===== src/rtl/sound_pkg.sv =====
// Shared types and constants for the sample-memory read scheduler.
package sound_pkg;

   typedef enum logic [1:0] {
      IDLE  = 2'd0,
      MUSIC = 2'd1,
      SFX   = 2'd2
   } sched_state_e;

   // Effect IDs double as priorities: a larger ID wins.
   localparam logic [1:0] SFX_NONE  = 2'd0;
   localparam logic [1:0] SFX_WHACK = 2'd1;
   localparam logic [1:0] SFX_MISS  = 2'd2;
   localparam logic [1:0] SFX_OVER  = 2'd3;

   localparam logic [22:0] DEF_MUSIC_START = 23'h00000;
   localparam logic [22:0] DEF_MUSIC_END   = 23'h4FFFF;
   localparam logic [22:0] DEF_WHACK_START = 23'h50000;
   localparam logic [22:0] DEF_WHACK_END   = 23'h51FFF;
   localparam logic [22:0] DEF_MISS_START  = 23'h52000;
   localparam logic [22:0] DEF_MISS_END    = 23'h53FFF;
   localparam logic [22:0] DEF_OVER_START  = 23'h54000;
   localparam logic [22:0] DEF_OVER_END    = 23'h57FFF;

   // Highest-priority effect among simultaneous request pulses.
   function automatic logic [1:0] req_id(input logic whack, input logic miss, input logic over);
      logic [1:0] id;
      id = SFX_NONE;
      if (over) begin
         id = SFX_OVER;
      end else if (miss) begin
         id = SFX_MISS;
      end else if (whack) begin
         id = SFX_WHACK;
      end
      return id;
   endfunction

endpackage


===== src/rtl/mem_read_pipe.sv =====
// Delay line that lines up the memory read data (or a forced silent zero)
// with the sample_valid strobe toward the codec.
module mem_read_pipe #(
   parameter int MEM_LAT = 2
) (
   input  logic       clk,
   input  logic       reset,
   input  logic       issue_i,
   input  logic       silent_i,
   input  logic [7:0] mem_data_i,
   output logic [7:0] sample_o,
   output logic       sample_valid_o
);

   logic [MEM_LAT-1:0] vld_q;
   logic [MEM_LAT-1:0] sil_q;
   logic [7:0]         sample_q;
   logic               sample_valid_q;

   // Shift the slot marker along while the memory works on the read.
   always_ff @(posedge clk) begin
      if (reset) begin
         vld_q <= '0;
         sil_q <= '0;
      end else begin
         vld_q[0] <= issue_i;
         sil_q[0] <= silent_i;
         for (int i = 1; i < MEM_LAT; i++) begin
            vld_q[i] <= vld_q[i-1];
            sil_q[i] <= sil_q[i-1];
         end
      end
   end

   // Capture the read data (or zero for a silent slot) as the slot exits the line.
   always_ff @(posedge clk) begin
      if (reset) begin
         sample_q       <= 8'h00;
         sample_valid_q <= 1'b0;
      end else begin
         sample_valid_q <= vld_q[MEM_LAT-1];
         if (vld_q[MEM_LAT-1]) begin
            sample_q <= sil_q[MEM_LAT-1] ? 8'h00 : mem_data_i;
         end
      end
   end

   assign sample_o       = sample_q;
   assign sample_valid_o = sample_valid_q;

endmodule


===== src/rtl/sound_scheduler.sv =====
// Arbitrates the sample-memory read port between the looping background
// track and the whack / miss / game-over effects, one read per ready strobe.
//
//   state | meaning
//   IDLE  | nothing playing; each ready yields a silent sample
//   MUSIC | background track reading music_address, wrapping at the end
//   SFX   | effect playing; music_address frozen until it finishes
module sound_scheduler
   import sound_pkg::*;
#(
   parameter logic [22:0] MUSIC_START = DEF_MUSIC_START,
   parameter logic [22:0] MUSIC_END   = DEF_MUSIC_END,
   parameter logic [22:0] WHACK_START = DEF_WHACK_START,
   parameter logic [22:0] WHACK_END   = DEF_WHACK_END,
   parameter logic [22:0] MISS_START  = DEF_MISS_START,
   parameter logic [22:0] MISS_END    = DEF_MISS_END,
   parameter logic [22:0] OVER_START  = DEF_OVER_START,
   parameter logic [22:0] OVER_END    = DEF_OVER_END,
   parameter int          MEM_LAT     = 2
) (
   input  logic        clk,
   input  logic        reset,
   input  logic        ready,
   input  logic        music_enable,
   input  logic        whack_req,
   input  logic        miss_req,
   input  logic        over_req,
   input  logic [7:0]  mem_data,
   output logic [22:0] mem_addr,
   output logic        mem_read,
   output logic [22:0] music_address,
   output logic        music_wrap,
   output logic [7:0]  sample_out,
   output logic        sample_valid,
   output logic [1:0]  sfx_active
);

   sched_state_e state_q;
   logic [1:0]   pending_q, pending_d;
   logic [22:0]  mem_addr_q;
   logic         mem_read_q;
   logic         slot_q;
   logic [22:0]  music_addr_q;
   logic         wrap_q;
   logic [1:0]   sfx_q;
   logic [22:0]  sfx_addr_q;
   logic [22:0]  sfx_end_q;
   logic         sfx_done_q;

   logic [22:0]  pend_start;
   logic [22:0]  pend_end;
   logic         take_sfx;
   logic         take_music;
   logic         step_sfx;
   logic         go_idle;
   logic [1:0]   new_id;
   logic [1:0]   pend_base;

   // Region of whichever effect is waiting in the pending slot.
   always_comb begin
      pend_start = MUSIC_START;
      pend_end   = MUSIC_END;
      case (pending_q)
         SFX_WHACK: begin
            pend_start = WHACK_START;
            pend_end   = WHACK_END;
         end
         SFX_MISS: begin
            pend_start = MISS_START;
            pend_end   = MISS_END;
         end
         SFX_OVER: begin
            pend_start = OVER_START;
            pend_end   = OVER_END;
         end
         default: ;
      endcase
   end

   // Decide what this ready does; every effect start consumes the pending slot.
   always_comb begin
      take_sfx   = 1'b0;
      take_music = 1'b0;
      step_sfx   = 1'b0;
      go_idle    = 1'b0;
      if (ready) begin
         case (state_q)
            IDLE: begin
               if (pending_q != SFX_NONE) begin
                  take_sfx = 1'b1;
               end else if (music_enable) begin
                  take_music = 1'b1;
               end
            end
            MUSIC: begin
               if (pending_q != SFX_NONE) begin
                  take_sfx = 1'b1;
               end else if (music_enable) begin
                  take_music = 1'b1;
               end else begin
                  go_idle = 1'b1;
               end
            end
            SFX: begin
               // Game over cuts any other effect short; everything else queues.
               if (pending_q == SFX_OVER && sfx_q != SFX_OVER) begin
                  take_sfx = 1'b1;
               end else if (sfx_done_q) begin
                  if (pending_q != SFX_NONE) begin
                     take_sfx = 1'b1;
                  end else if (music_enable) begin
                     take_music = 1'b1;
                  end else begin
                     go_idle = 1'b1;
                  end
               end else begin
                  step_sfx = 1'b1;
               end
            end
            default: go_idle = 1'b1;
         endcase
      end
   end

   // Pending slot: a new request replaces it only when at least as important.
   always_comb begin
      new_id    = req_id(whack_req, miss_req, over_req);
      pend_base = take_sfx ? SFX_NONE : pending_q;
      pending_d = pend_base;
      if (new_id != SFX_NONE && new_id >= pend_base) begin
         pending_d = new_id;
      end
   end

   // Register the pending request.
   always_ff @(posedge clk) begin
      if (reset) begin
         pending_q <= SFX_NONE;
      end else begin
         pending_q <= pending_d;
      end
   end

   // Scheduler FSM with registered read-port and status outputs.
   always_ff @(posedge clk) begin
      if (reset) begin
         state_q      <= IDLE;
         mem_addr_q   <= MUSIC_START;
         mem_read_q   <= 1'b0;
         slot_q       <= 1'b0;
         music_addr_q <= MUSIC_START;
         wrap_q       <= 1'b0;
         sfx_q        <= SFX_NONE;
         sfx_addr_q   <= MUSIC_START;
         sfx_end_q    <= MUSIC_START;
         sfx_done_q   <= 1'b0;
      end else begin
         mem_read_q <= 1'b0;
         wrap_q     <= 1'b0;
         slot_q     <= ready;
         if (take_sfx) begin
            state_q    <= SFX;
            mem_read_q <= 1'b1;
            mem_addr_q <= pend_start;
            sfx_addr_q <= pend_start + 23'd1;
            sfx_end_q  <= pend_end;
            sfx_done_q <= (pend_start == pend_end);
            sfx_q      <= pending_q;
         end else if (take_music) begin
            state_q    <= MUSIC;
            mem_read_q <= 1'b1;
            mem_addr_q <= music_addr_q;
            sfx_q      <= SFX_NONE;
            if (music_addr_q == MUSIC_END) begin
               music_addr_q <= MUSIC_START;
               wrap_q       <= 1'b1;
            end else begin
               music_addr_q <= music_addr_q + 23'd1;
            end
         end else if (step_sfx) begin
            mem_read_q <= 1'b1;
            mem_addr_q <= sfx_addr_q;
            sfx_addr_q <= sfx_addr_q + 23'd1;
            sfx_done_q <= (sfx_addr_q == sfx_end_q);
         end else if (go_idle) begin
            state_q      <= IDLE;
            sfx_q        <= SFX_NONE;
            music_addr_q <= MUSIC_START;
         end
      end
   end

   mem_read_pipe #(
      .MEM_LAT (MEM_LAT)
   ) u_pipe (
      .clk            (clk),
      .reset          (reset),
      .issue_i        (slot_q),
      .silent_i       (slot_q & ~mem_read_q),
      .mem_data_i     (mem_data),
      .sample_o       (sample_out),
      .sample_valid_o (sample_valid)
   );

   assign mem_addr      = mem_addr_q;
   assign mem_read      = mem_read_q;
   assign music_address = music_addr_q;
   assign music_wrap    = wrap_q;
   assign sfx_active    = sfx_q;

endmodule


===== config.mk =====
export PLATFORM = sky130hd
export DESIGN_NAME = sound_scheduler
export DESIGN_NICKNAME = d
export VERILOG_FILES = /design/src/rtl/sound_pkg.sv /design/src/rtl/mem_read_pipe.sv /design/src/rtl/sound_scheduler.sv
export SDC_FILE = /design/constraint.sdc
export NUM_CORES = 1
export LEC_CHECK = 0
export CAP_MARGIN = 20
export CORE_UTILIZATION = 60
export CTS_BUF_LIST = sky130_fd_sc_hd__clkbuf_4 sky130_fd_sc_hd__clkbuf_8
export DETAILED_ROUTE_END_ITERATION = 10
export GPL_TIMING_DRIVEN = 0
export PLACE_DENSITY_LB_ADDON = 0.15
export SLEW_MARGIN = 20
export SYNTH_ARGS = -nofsm -noshare
export SYNTH_HDL_FRONTEND = slang
export SYNTH_HIERARCHICAL = 1
export SYNTH_SLANG_ARGS = --single-unit

===== constraint.sdc =====
create_clock -name clk -period 7.1 [get_ports clk]
set_input_delay 1.065 -clock clk [delete_from_list [all_inputs] [get_ports clk]]
set_output_delay 1.065 -clock clk [all_outputs]
set_load 0.05 [all_outputs]

==> flow_summary_export.csv <==
group,metric,value,unit
status,status,"finished clean",
synthesis,ys_ff_latch,97,
pwr,power.total,1300,uW
floorplanning,ios,74,
cts,ctsResizeCount,0,
synthesis,ys.flop_type,"dfxtp_1",
floorplanning,placementRows,31,
synthesis,yosysMostFrequentCell,"dfxtp_1",
synthesis,synth_top_area_share,0.411,
global_route,grt_start_max_net_pins,17,
detailed_routing,postRouteAntennaNets,0,
cts,clk_pin_slew,0.09,ns
cts,hold_buffers,0,
placement,hpwl,9720,um
sta,final-hold-violation-count,0,
detailed_routing,vias,4591,
sta,fmax,303,MHz
pwr,power_density,226,nW/um^2
floorplanning,dieWidth,90.7,um
cts,cts.sinks,97,
cts,post_cts_buffers,0,
floorplanning,core,7450,um^2
run,cap_violations,0,
worst_setup_path,cp-start-kind,"flip-flop",
global_route,grt_pass1_vias,4466,
layout,area_delta_synth_final,22.4,%
sta,fin_ws,3.80,ns
cts,cts-htree-levels,3,
placement,post-place-ws,3.54,ns
cts,ctsRootBufferMaster,"clkbuf_8",
cts,clockBufferDepth,2,
synthesis,yosysSeqAreaShare,0.411,
sta,setup_viol,0,
sta,min_period_over_period,0.465,
synthesis,synth_warnings,6,
floorplanning,dieArea,8230,um^2
synthesis,synth_cells,556,
synthesis,synth_top_cell_by_area,"dfxtp_1",
detailed_routing,avgViaCountPerCell,6.18,
global_route,grt-ovfl-total,0,
cts,numCtsBuffers,9,
worst_setup_path,arrival,3.54,ns
layout,layout.nets,664,
layout,antenna_cells,0,
detailed_routing,drc,0,
synthesis,syn_area_per_cell,8.50,um^2
synthesis,ys_types,54,
worst_setup_path,end_kind,"flip-flop",
pwr,power_leakage,0.00199,uW
detailed_routing,drt_pass1_iterations,5,
synthesis,synthTopCellsByArea,"dfxtp_1 41%, nor2_1 6.5%, xnor2_1 5.4%",
sta,skew,0.0110,ns
cts,cts_tree,"done",
synthesis,netlist_area,4720,um^2
cts,clock_latency,0.37,ns
worst_setup_path,required,7.34,ns
placement,io_buffers,73,
placement,place.gp.congestion,0.926,
min_path,hold_class,"reg -> reg",
global_route,grt_first_pass_wirelength,22200,um
global_route,grtUsageTotal,0.339,
worst_setup_path,criticalPathCategory,"reg -> reg",
layout,drive_above_1_share,0.0839,
global_route,antenna_found_initial,0,
sta,relSlewSlack,0.530,
sta,drv_slew,0,
sta,tightest_slew,0.704,ns
detailed_routing,drtIter0Drc,407,
sta,rsz0062_at_grt,"no",
synthesis,synth-edff-count,0,
pwr,vdd_drop_max,0.134,mV
detailed_routing,drt-total-wl,13400,um
synthesis,ys_top_cells_by_count,"97 x dfxtp_1, 82 x nor2_1, 34 x nand2_1",
synthesis,syn-num-nets,580,
worst_setup_path,cp_max_fo,10,
floorplanning,start_util,0.634,
sta,fin_crit,3.30,ns
detailed_routing,wl_per_cell,18.1,um
floorplanning,die_h,90.7,um
sta,finalSetupTns,0,ns
synthesis,async_flop_share,0,
critical path, cell delays in order, from the launching register on:
cell and delay, ns:
dfxtp_1 0.44, inv_1 0.14, ha_1 0.32, or2_2 0.34
o221ai_1 0.10, and2_1 0.16, clkbuf_1 0.16, clkbuf_1 0.43
nor2_1 0.10, ha_1 0.31, nand2b_1 0.15, a21o_1 0.21
nor2b_1 0.13, a31oi_1 0.14, nor2_1 0.05
path summary, 6_finish.rpt:
kind | startpoint | end | slack, ns | cells past startpoint
max | pending_q[0] | pending_q[0] | 3.80 | 14
min | u_pipe/vld_q[0] | u_pipe/vld_q[1] | 0.46 | 1
max reg2reg | pending_q[0] | pending_q[0] | 3.80 | 14
min reg2reg | u_pipe/vld_q[0] | u_pipe/vld_q[1] | 0.46 | 1
per-layer routing:
metal,track usage,up-vias,part of all wire
met2,0.566,246,0.47
met4,0.129,0,0.028
met1,0.433,2145,0.41
met3,0.0640,42,0.086
met5,0,-,0
li1,-,2158,-
logic make-up (layout without fill, tap and decap cells):
logic type | Yosys count | in the layout | synth area share
multiplexers | 2 | 2 | 0.00424
XOR/XNOR | 36 | 36 | 0.0667
flip-flops | 97 | 97 | 0.411
AND/OR/NAND/NOR | 244 | 244 | 0.271
buffers and inverters | 63 | 151 | 0.0561
adder cells (fa/ha/maj) | 9 | 9 | 0.0238
AO/OA/AOI/OAI | 105 | 105 | 0.167
state kept, by name (all words and copies together), names as in the netlist:
name,cells
mem_addr,23
mem_read,1
music_address,23
music_wrap,1
pending_q,2
sfx_active,2
sfx_addr_q,23
sfx_done_q,1
sfx_end_q,5
slot_q,1
state_q,2
u_pipe/sample_o,8
u_pipe/sample_valid_o,1
u_pipe/sil_q,2
u_pipe/vld_q,2
where the power goes:
group	internal, uW	switching [uW]	total [uW]
clock network	174	198	371
registers	580	29.9	610
logic	111	212	323
area by class of cell:
class,instances,area (um^2)
repair buffers,73,731
multi-input cells,396,2520
clock inverters,5,63.8
plain buffers,33,153
clock buffers,10,138
flip-flops and latches,97,1940
well taps,99,124
fillers,562,1670
inverters,30,113
stage by stage:
| step | hold slack (ns) | util | cells | cell area [um^2] |
|---|---|---|---|---|
| floorplan | 0.414 | - | 556 | 4720 |
| global placement | 0.417 | 0.749 | 728 | 5580 |
| detailed placement | 0.431 | 0.749 | 728 | 5580 |
| CTS | 0.462 | 0.776 | 743 | 5780 |
| global route | 0.474 | 0.776 | 743 | 5780 |
| finish | 0.461 | 0.776 | 743 | 5780 |
cells in the final DEF (no fill, tap or decap), types with 3 or more instances in the layout:
cell type / netlist / routed
nand2b_2: 5 / 5
clkdlybuf4s50_1: 0 / 73
nor3_2: 3 / 3
and4_1: 8 / 8
nand3b_1: 11 / 11
a2111oi_0: 14 / 14
ha_1: 9 / 9
a2111oi_2: 6 / 6
nand2b_1: 8 / 8
nand3_1: 16 / 16
a22oi_1: 3 / 3
or3_1: 8 / 8
nor3_1: 15 / 15
or2_2: 3 / 3
dfxtp_1: 97 / 97
xor2_1: 7 / 7
buf_2: 14 / 14
nand4_1: 14 / 14
nor2_1: 82 / 82
inv_1: 30 / 30
nor4_1: 15 / 15
a211oi_1: 12 / 12
clkbuf_1: 15 / 15
a21oi_1: 26 / 26
nor2b_1: 9 / 9
a31oi_1: 6 / 6
o211ai_1: 5 / 5
nand2_1: 34 / 34
and3_1: 4 / 4
a221oi_1: 4 / 4
o21ai_0: 8 / 8
clkbuf_8: 0 / 10
xnor2_1: 29 / 29
a2bb2oi_1: 3 / 3
Power figures use the tool's default switching activity.
==> patch 1, RTL diff (config.mk and constraints unchanged) <==
Encoding of `sched_state_e`: now one-hot (3 bits for 3 states).
--- a/src/rtl/sound_pkg.sv
+++ b/src/rtl/sound_pkg.sv
@@ -1,10 +1,10 @@
 // Shared types and constants for the sample-memory read scheduler.
 package sound_pkg;
 
-   typedef enum logic [1:0] {
-      IDLE  = 2'd0,
-      MUSIC = 2'd1,
-      SFX   = 2'd2
+   typedef enum logic [2:0] {
+      IDLE  = 3'b001,
+      MUSIC = 3'b010,
+      SFX   = 3'b100
    } sched_state_e;
 
    // Effect IDs double as priorities: a larger ID wins.
Behaviour: no difference found for any inputs over 4 cycles, from zero or initial values and one cycle with reset high; so few cycles prove little.
==> patch 1 against the original RTL <==
- cell area grew 7.7%
- critical path depth decreased by 3
- synthesized cell count rose by 9.5%
- critical endpoint is now pending_q[1]$_SDFF_PP0_
- sequential cell count grew 1
- power grew 15%
- combinational power up 51%
- non-clock buffer count is 17 higher
- worst setup slack lost 0.28 ns
- synthesized area grew 9.2%
- routed wire length is 8.4% higher
==> patch 1: results (changes against the original RTL) <==
Global route
  • Number of antenna violations at the first check in global routing: 0 (unchanged)
  • Via count of the first global-routing pass: 4766 (+6.7%)
  • First-pass GRT wire length: 23510 um (+5.8%)
  • Overall fraction of global-route tracks in use: 33.75% (-0.18 points)
  • Met3 track utilization from global routing: 4.911% (-1.5 points)
  • Global Route met1 Usage: 43.76% (+0.43 points)
  • Largest net degree at the start of global routing: 19 (+2)
  • Grt met2 use: 54.86% (-1.7 points)

Route
  • Initial DRC count: 563 (+38%)
  • Met2 routed wirelength: 6878 um (+7.9%)
  • Wirelength per Cell: 18.16 um (+0.31%)
  • Met1 WL: 6025 um (+8.9%)
  • Routed Wire Length: 14580 um (+8.4%)
  • Via density per instance: 6.508 (+5.3%)
  • Top metal layer carrying routed signals: met4
  • First-pass detailed-route iteration total: 6 (+1)
  • Metal3 WL: 1196 um (+2.8%)

Placed design
  • HPWL reported at the end of detailed placement: 10720 um (+10%)
  • Instance count after placement with tap cells included: 787 (+8.1%)
  • Routability congestion estimate: 0.9602 (+3.7%)
  • Placed Instance Area: 6020 um2 (+7.9%)
  • Setup Slack @ Placement: 3.149 ns (-0.3878 ns)

Yosys
  • Synthesized Nets: 633 (+9.1%)
  • Top cells by area, synth: dfxtp_1 38%, a221oi_2 5.5%, nand2_1 4.2%
  • Fraction of the mapped netlist area in adder cells: 2.183% (-0.20 points)
  • Distinct cell type count of the synthesized netlist: 60 (+11%)
  • Cell type with the largest total area after synthesis: dfxtp_1
  • Synth Area in Compound Gates: 24.28% (+7.6 points)
  • XOR/XNOR share of the synthesized area: 2.547% (-4.1 points)
  • Share of cell area taken by muxes after synthesis: 0.3882% (-0.036 points)
  • Sequential area share after synthesis: 38.04% (-3.1 points)
  • Synth async-reset ratio: 0% (unchanged)
  • Top cell types by occurrence after synthesis: 98 x dfxtp_1, 58 x nand2_1, 37 x inv_1, 34 x a21oi_1, 32 x nand3_1
  • Post-Syn Area per Cell: 8.469 um2 (-0.34%)

Finish
  • Fraction of layout cells with a size suffix above 1: 9.312% (+0.93 points)
  • FILL cells: 632 (+12%)
  • Final nets: 717 (+8.0%)

Outcome
  • Status: finished, final reports clean

Min path
  • Worst hold-check path type: flop to flop
  • Number of instances on the worst hold path: 1 (unchanged)

Clock tree
  • Number of instances resized during post-cts repair: 0 (unchanged)
  • Cell at the root of the clock tree: clkbuf_8
  • Reg clk slew, reported paths: 0.10 ns
  • Worst skew pair latency: 0.37 ns (about the same)

Power
  • Leakage dissipation: 2.048 nW (+2.8%)
  • Maximum VDD drop: 0.1489 mV (+11%)

Critical path
  • R2R cell count: 13 (-1)
  • WP data arrival: 3.89 ns (+0.35 ns)

STA
  • Largest clock skew in the final design: 0.01362 ns (+0.002592 ns)
  • Worst slew margin: 40.30% (-13 points)
  • Final hold violation count: 0 (unchanged)
## patch 1: changes by cell type in the layout (fill, tap and decap cells not counted), sizes merged, moves of 8 or more
cell	unedited run	this run
o31ai	0	10
nand3	16	33
nor2	82	29
nand2	34	58
a21oi	26	34
a2111oi	20	1
nor3	18	10
inv	32	41
o211ai	5	28
clkbuf	25	39
xnor2	29	6
a221oi	4	22
## patch 1: path summary, 6_finish.rpt
| kind | to | slack (ns) | startpoint |
|---|---|---|---|
| setup / recovery | pending_q[1]$_SDFF_PP0_ | 3.52 | ready |
| hold / removal | u_pipe/vld_q[0]$_SDFF_PP0_ | 0.46 | slot_q$_SDFF_PP0_ |
| setup reg to reg | pending_q[1]$_SDFF_PP0_ | 3.56 | pending_q[1]$_SDFF_PP0_ |
| hold reg to reg | u_pipe/vld_q[0]$_SDFF_PP0_ | 0.46 | slot_q$_SDFF_PP0_ |
## patch 1: area by class of cell
cell class / count / area (um2) / area share, %
Sequential cell: 98 / 1962 / 31.50
Clock inverter: 7 / 83.83 / 1.346
Inverter: 38 / 142.6 / 2.291
Buffer: 50 / 247.7 / 3.978
Timing Repair Buffer: 73 / 730.7 / 11.73
Clock buffer: 9 / 123.9 / 1.989
Tap cell: 105 / 131.4 / 2.110
Multi-Input combinational cell: 423 / 2805 / 45.05
## patch 1: worst max-delay path, stage by stage
cell             delay, ns
clkdlybuf4s50_1       0.63
clkbuf_1              0.38
o21a_1                0.35
clkbuf_1              0.41
nor2_1                0.11
ha_1                  0.30
nand2b_1              0.15
a21o_1                0.22
nand2_1               0.07
nand3_1               0.07
a21oi_1               0.14
## patch 1: power by group
group | total, mW | internal [mW] | switching [mW]
combinational | 0.487 | 0.171 | 0.315
clock | 0.382 | 0.169 | 0.213
sequential | 0.630 | 0.596 | 0.0345
total | 1.50 | 0.936 | 0.563
==> patch 2, RTL diff (same settings) <==
Made on the original files. `MEM_LAT` is set to 2 in 2 places; all go to 1.
--- a/src/rtl/mem_read_pipe.sv
+++ b/src/rtl/mem_read_pipe.sv
@@ -1,7 +1,7 @@
 // Delay line that lines up the memory read data (or a forced silent zero)
 // with the sample_valid strobe toward the codec.
 module mem_read_pipe #(
-   parameter int MEM_LAT = 2
+   parameter int MEM_LAT = 1
 ) (
    input  logic       clk,
    input  logic       reset,
--- a/src/rtl/sound_scheduler.sv
+++ b/src/rtl/sound_scheduler.sv
@@ -16,7 +16,7 @@
    parameter logic [22:0] MISS_END    = DEF_MISS_END,
    parameter logic [22:0] OVER_START  = DEF_OVER_START,
    parameter logic [22:0] OVER_END    = DEF_OVER_END,
-   parameter int          MEM_LAT     = 2
+   parameter int          MEM_LAT     = 1
 ) (
    input  logic        clk,
    input  logic        reset,
Function: changed (Yosys sat finds a counterexample within 4 cycles, from zero or initial values and one cycle with reset high).
==> patch 2 against the original RTL <==
- routed wire length decreased by 0.31%
- worst setup slack improved by 0.037 ns
- power increased by 1.4%
- non-clock buffer count unchanged
- cell area decreased by 0.61%
- cell count decreased by 0.40%
- largest power group unchanged
- via count increased by 1.7%
- hold slack improved by 0.012 ns
- critical path type unchanged
- synthesized area decreased by 1.1%
- sequential share of layout area decreased by 0.49 points
- count of clock-buffer cells in the layout decreased by 1
- sequential cell count decreased by 2
==> patch 2: results (changes against the original RTL) <==
Outcome
  • Status: finished, final reports clean

Min path
  • Min-delay src: u_pipe/sample_o[2]$_SDFFE_PP0P_
  • Number of instances on the worst hold path: 2 (+1)
  • Min-Delay Endpoint: u_pipe/sample_o[2]$_SDFFE_PP0P_
  • Worst hold-check path type: flop to flop

Power
  • Leakage dissipation: 1.985 nW (-0.38%)
  • Maximum VDD drop: 0.1170 mV (-13%)
  • Internal: 880.3 uW (+1.8%)

Critical path
  • Largest incremental delay on the critical path: 0.43 ns
  • Maximum fanout count along the critical path: 10 (unchanged)
  • Reg2reg end: pending_q[0]$_SDFF_PP0_
  • Slowest stage cell on the critical path: dfxtp_1
  • Worst-case register-to-register setup slack: 3.84 ns (+0.04 ns)
  • R2R cell count: 14 (unchanged)
  • Launch point of the critical path: pending_q[1]$_SDFF_PP0_

Yosys
  • Top cells by area, synth: dfxtp_1 41%, nor2_1 6.6%, xnor2_1 5.4%
  • Sequential area share after synthesis: 40.71% (-0.39 points)
  • Distinct cell type count of the synthesized netlist: 54 (unchanged)
  • Post-synthesis instance total: 552 (-0.72%)
  • Synthesized Nets: 576 (-0.69%)
  • Top cell types by occurrence after synthesis: 95 x dfxtp_1, 82 x nor2_1, 34 x nand2_1, 30 x inv_1, 29 x xnor2_1
  • Synth warnings: 6 (unchanged)
  • Synth async-reset ratio: 0% (unchanged)
  • Cell area after synthesis: 4672 um2 (-1.1%)

Global route
  • Number of antenna violations at the first check in global routing: 0 (unchanged)
  • First-pass GRT wire length: 21470 um (-3.3%)
  • Via count of the first global-routing pass: 4263 (-4.5%)
  • Met3 track utilization from global routing: 4.569% (-1.8 points)
  • Global Route met1 Usage: 43.72% (+0.39 points)
  • Largest net degree at the start of global routing: 17 (unchanged)
  • Overall fraction of global-route tracks in use: 33.33% (-0.60 points)
  • Grt met2 use: 54.07% (-2.5 points)

Finish
  • Fraction of layout cells with a size suffix above 1: 8.580% (+0.20 points)
  • Antenna diode count: 0 (unchanged)
  • Non-Filler Instances: 740 (-0.40%)
  • FILL cells: 540 (-3.9%)
  • Final nets: 660 (-0.60%)

Clock tree
  • Clock tree buffer depth: 2 (unchanged)
  • Worst skew pair latency: 0.38 ns
  • Reg clk slew, reported paths: 0.09 ns (about the same)
  • Max H-tree Level: 3 (unchanged)
  • Number of hold buffers added after CTS: 0 (unchanged)
  • Post-CTS Setup Repair Bufs: 0 (unchanged)
  • TritonCTS buffer count: 9 (unchanged)
  • Number of instances resized during post-cts repair: 0 (unchanged)
  • Cell at the root of the clock tree: clkbuf_8

Placed design
  • Instance count after placement with tap cells included: 724 (-0.55%)
  • HPWL reported at the end of detailed placement: 9747 um (+0.33%)
  • Count of port buffers added during placement: 73 (unchanged)
  • Routability congestion estimate: 0.9037 (-2.4%)

Route
  • Initial DRC count: 444 (+9.1%)
  • Wirelength per Cell: 18.12 um (about the same)
  • First-pass detailed-route iteration total: 6 (+1)
  • Via density per instance: 6.308 (+2.1%)

STA
  • Largest clock skew in the final design: 0.01282 ns (+0.001801 ns)
  • Hold slack final: 0.4729 ns (+0.01231 ns)
  • Worst slew margin: 44.98% (-8.0 points)
[patch 2: cell count changes in the layout (fill, tap and decap cells not counted), sizes merged]
cell    unedited run  this run
inv               32        31
clkinv             1         3
bufinv             1         2
dfxtp             97        95
clkbuf            25        24
nor2b              9         7
[patch 2: layout make-up]
cell class	count	area (um2)	area share, %
buffer	33	152.6	2.657
clock buffer	9	123.9	2.156
clock inverter	7	95.09	1.655
inverter	30	112.6	1.960
multi-input combinational	394	2505	43.60
sequential	95	1902	33.10
tap	99	123.9	2.156
timing repair buffer	73	730.7	12.72
[patch 2: kinds of logic (layout without fill, tap and decap cells)]
group                      count (synthesis)  after routing  share of synthesized area [%]
DFF                                       95             95                          40.71
and+or+nand+nor                          242            242                          27.13
muxes                                      2              2                         0.4285
adders and majority gates                  9              9                          2.410
buffers and inverters                     63            152                          5.678
AOI/OAI and AO/OA                        105            105                          16.90
xor gates and xnor gates                  36             36                          6.749
[patch 2: worst max path at each step]
stage / endpoint / depth (start not counted)
floorplan: pending_q[0]$_SDFF_PP0_ / 14
global placement: pending_q[0]$_SDFF_PP0_ / 11
detailed placement: pending_q[0]$_SDFF_PP0_ / 11
CTS: pending_q[0]$_SDFF_PP0_ / 14
global route: pending_q[0]$_SDFF_PP0_ / 14
finish: pending_q[0]$_SDFF_PP0_ / 14
[patch 2: power groups by stage]
stage,combinational [mW],clock [mW],sequential (mW)
after floorplan,0.135,0,0.691
after global placement,0.311,0,0.610
after detailed placement,0.320,0,0.611
after CTS,0.322,0.393,0.600
after global routing,0.346,0.419,0.604
final,0.326,0.396,0.601
[patch 2: per-layer routing]
metal | routed length [um] | share of wire [%]
met3 | 1198 | 8.9
met5 | 0 | 0
met4 | 502 | 3.7
met2 | 6270 | 47
met1 | 5435 | 41
[patch 2: metrics by stage]
step	area, um2	setup slack [ns]	utilization, %	power (mW)
after detailed placement	5527	3.562	74.60	0.9317
after CTS	5746	3.870	77.55	1.315
after global placement	5527	3.626	74.60	0.9208
after floorplan	4672	4.332	-	0.8256
after global routing	5746	3.588	77.55	1.369
final	5746	3.835	77.55	1.322
[patch 2: worst max-delay path, delay by kind of cell (launching register included)]
| kind | cells | cell delay, ns |
|---|---|---|
| simple gates | 6 | 0.93 |
| buf+inv | 3 | 0.70 |
| fa+ha+maj | 2 | 0.60 |
| compound gates | 3 | 0.46 |
| flops | 1 | 0.43 |
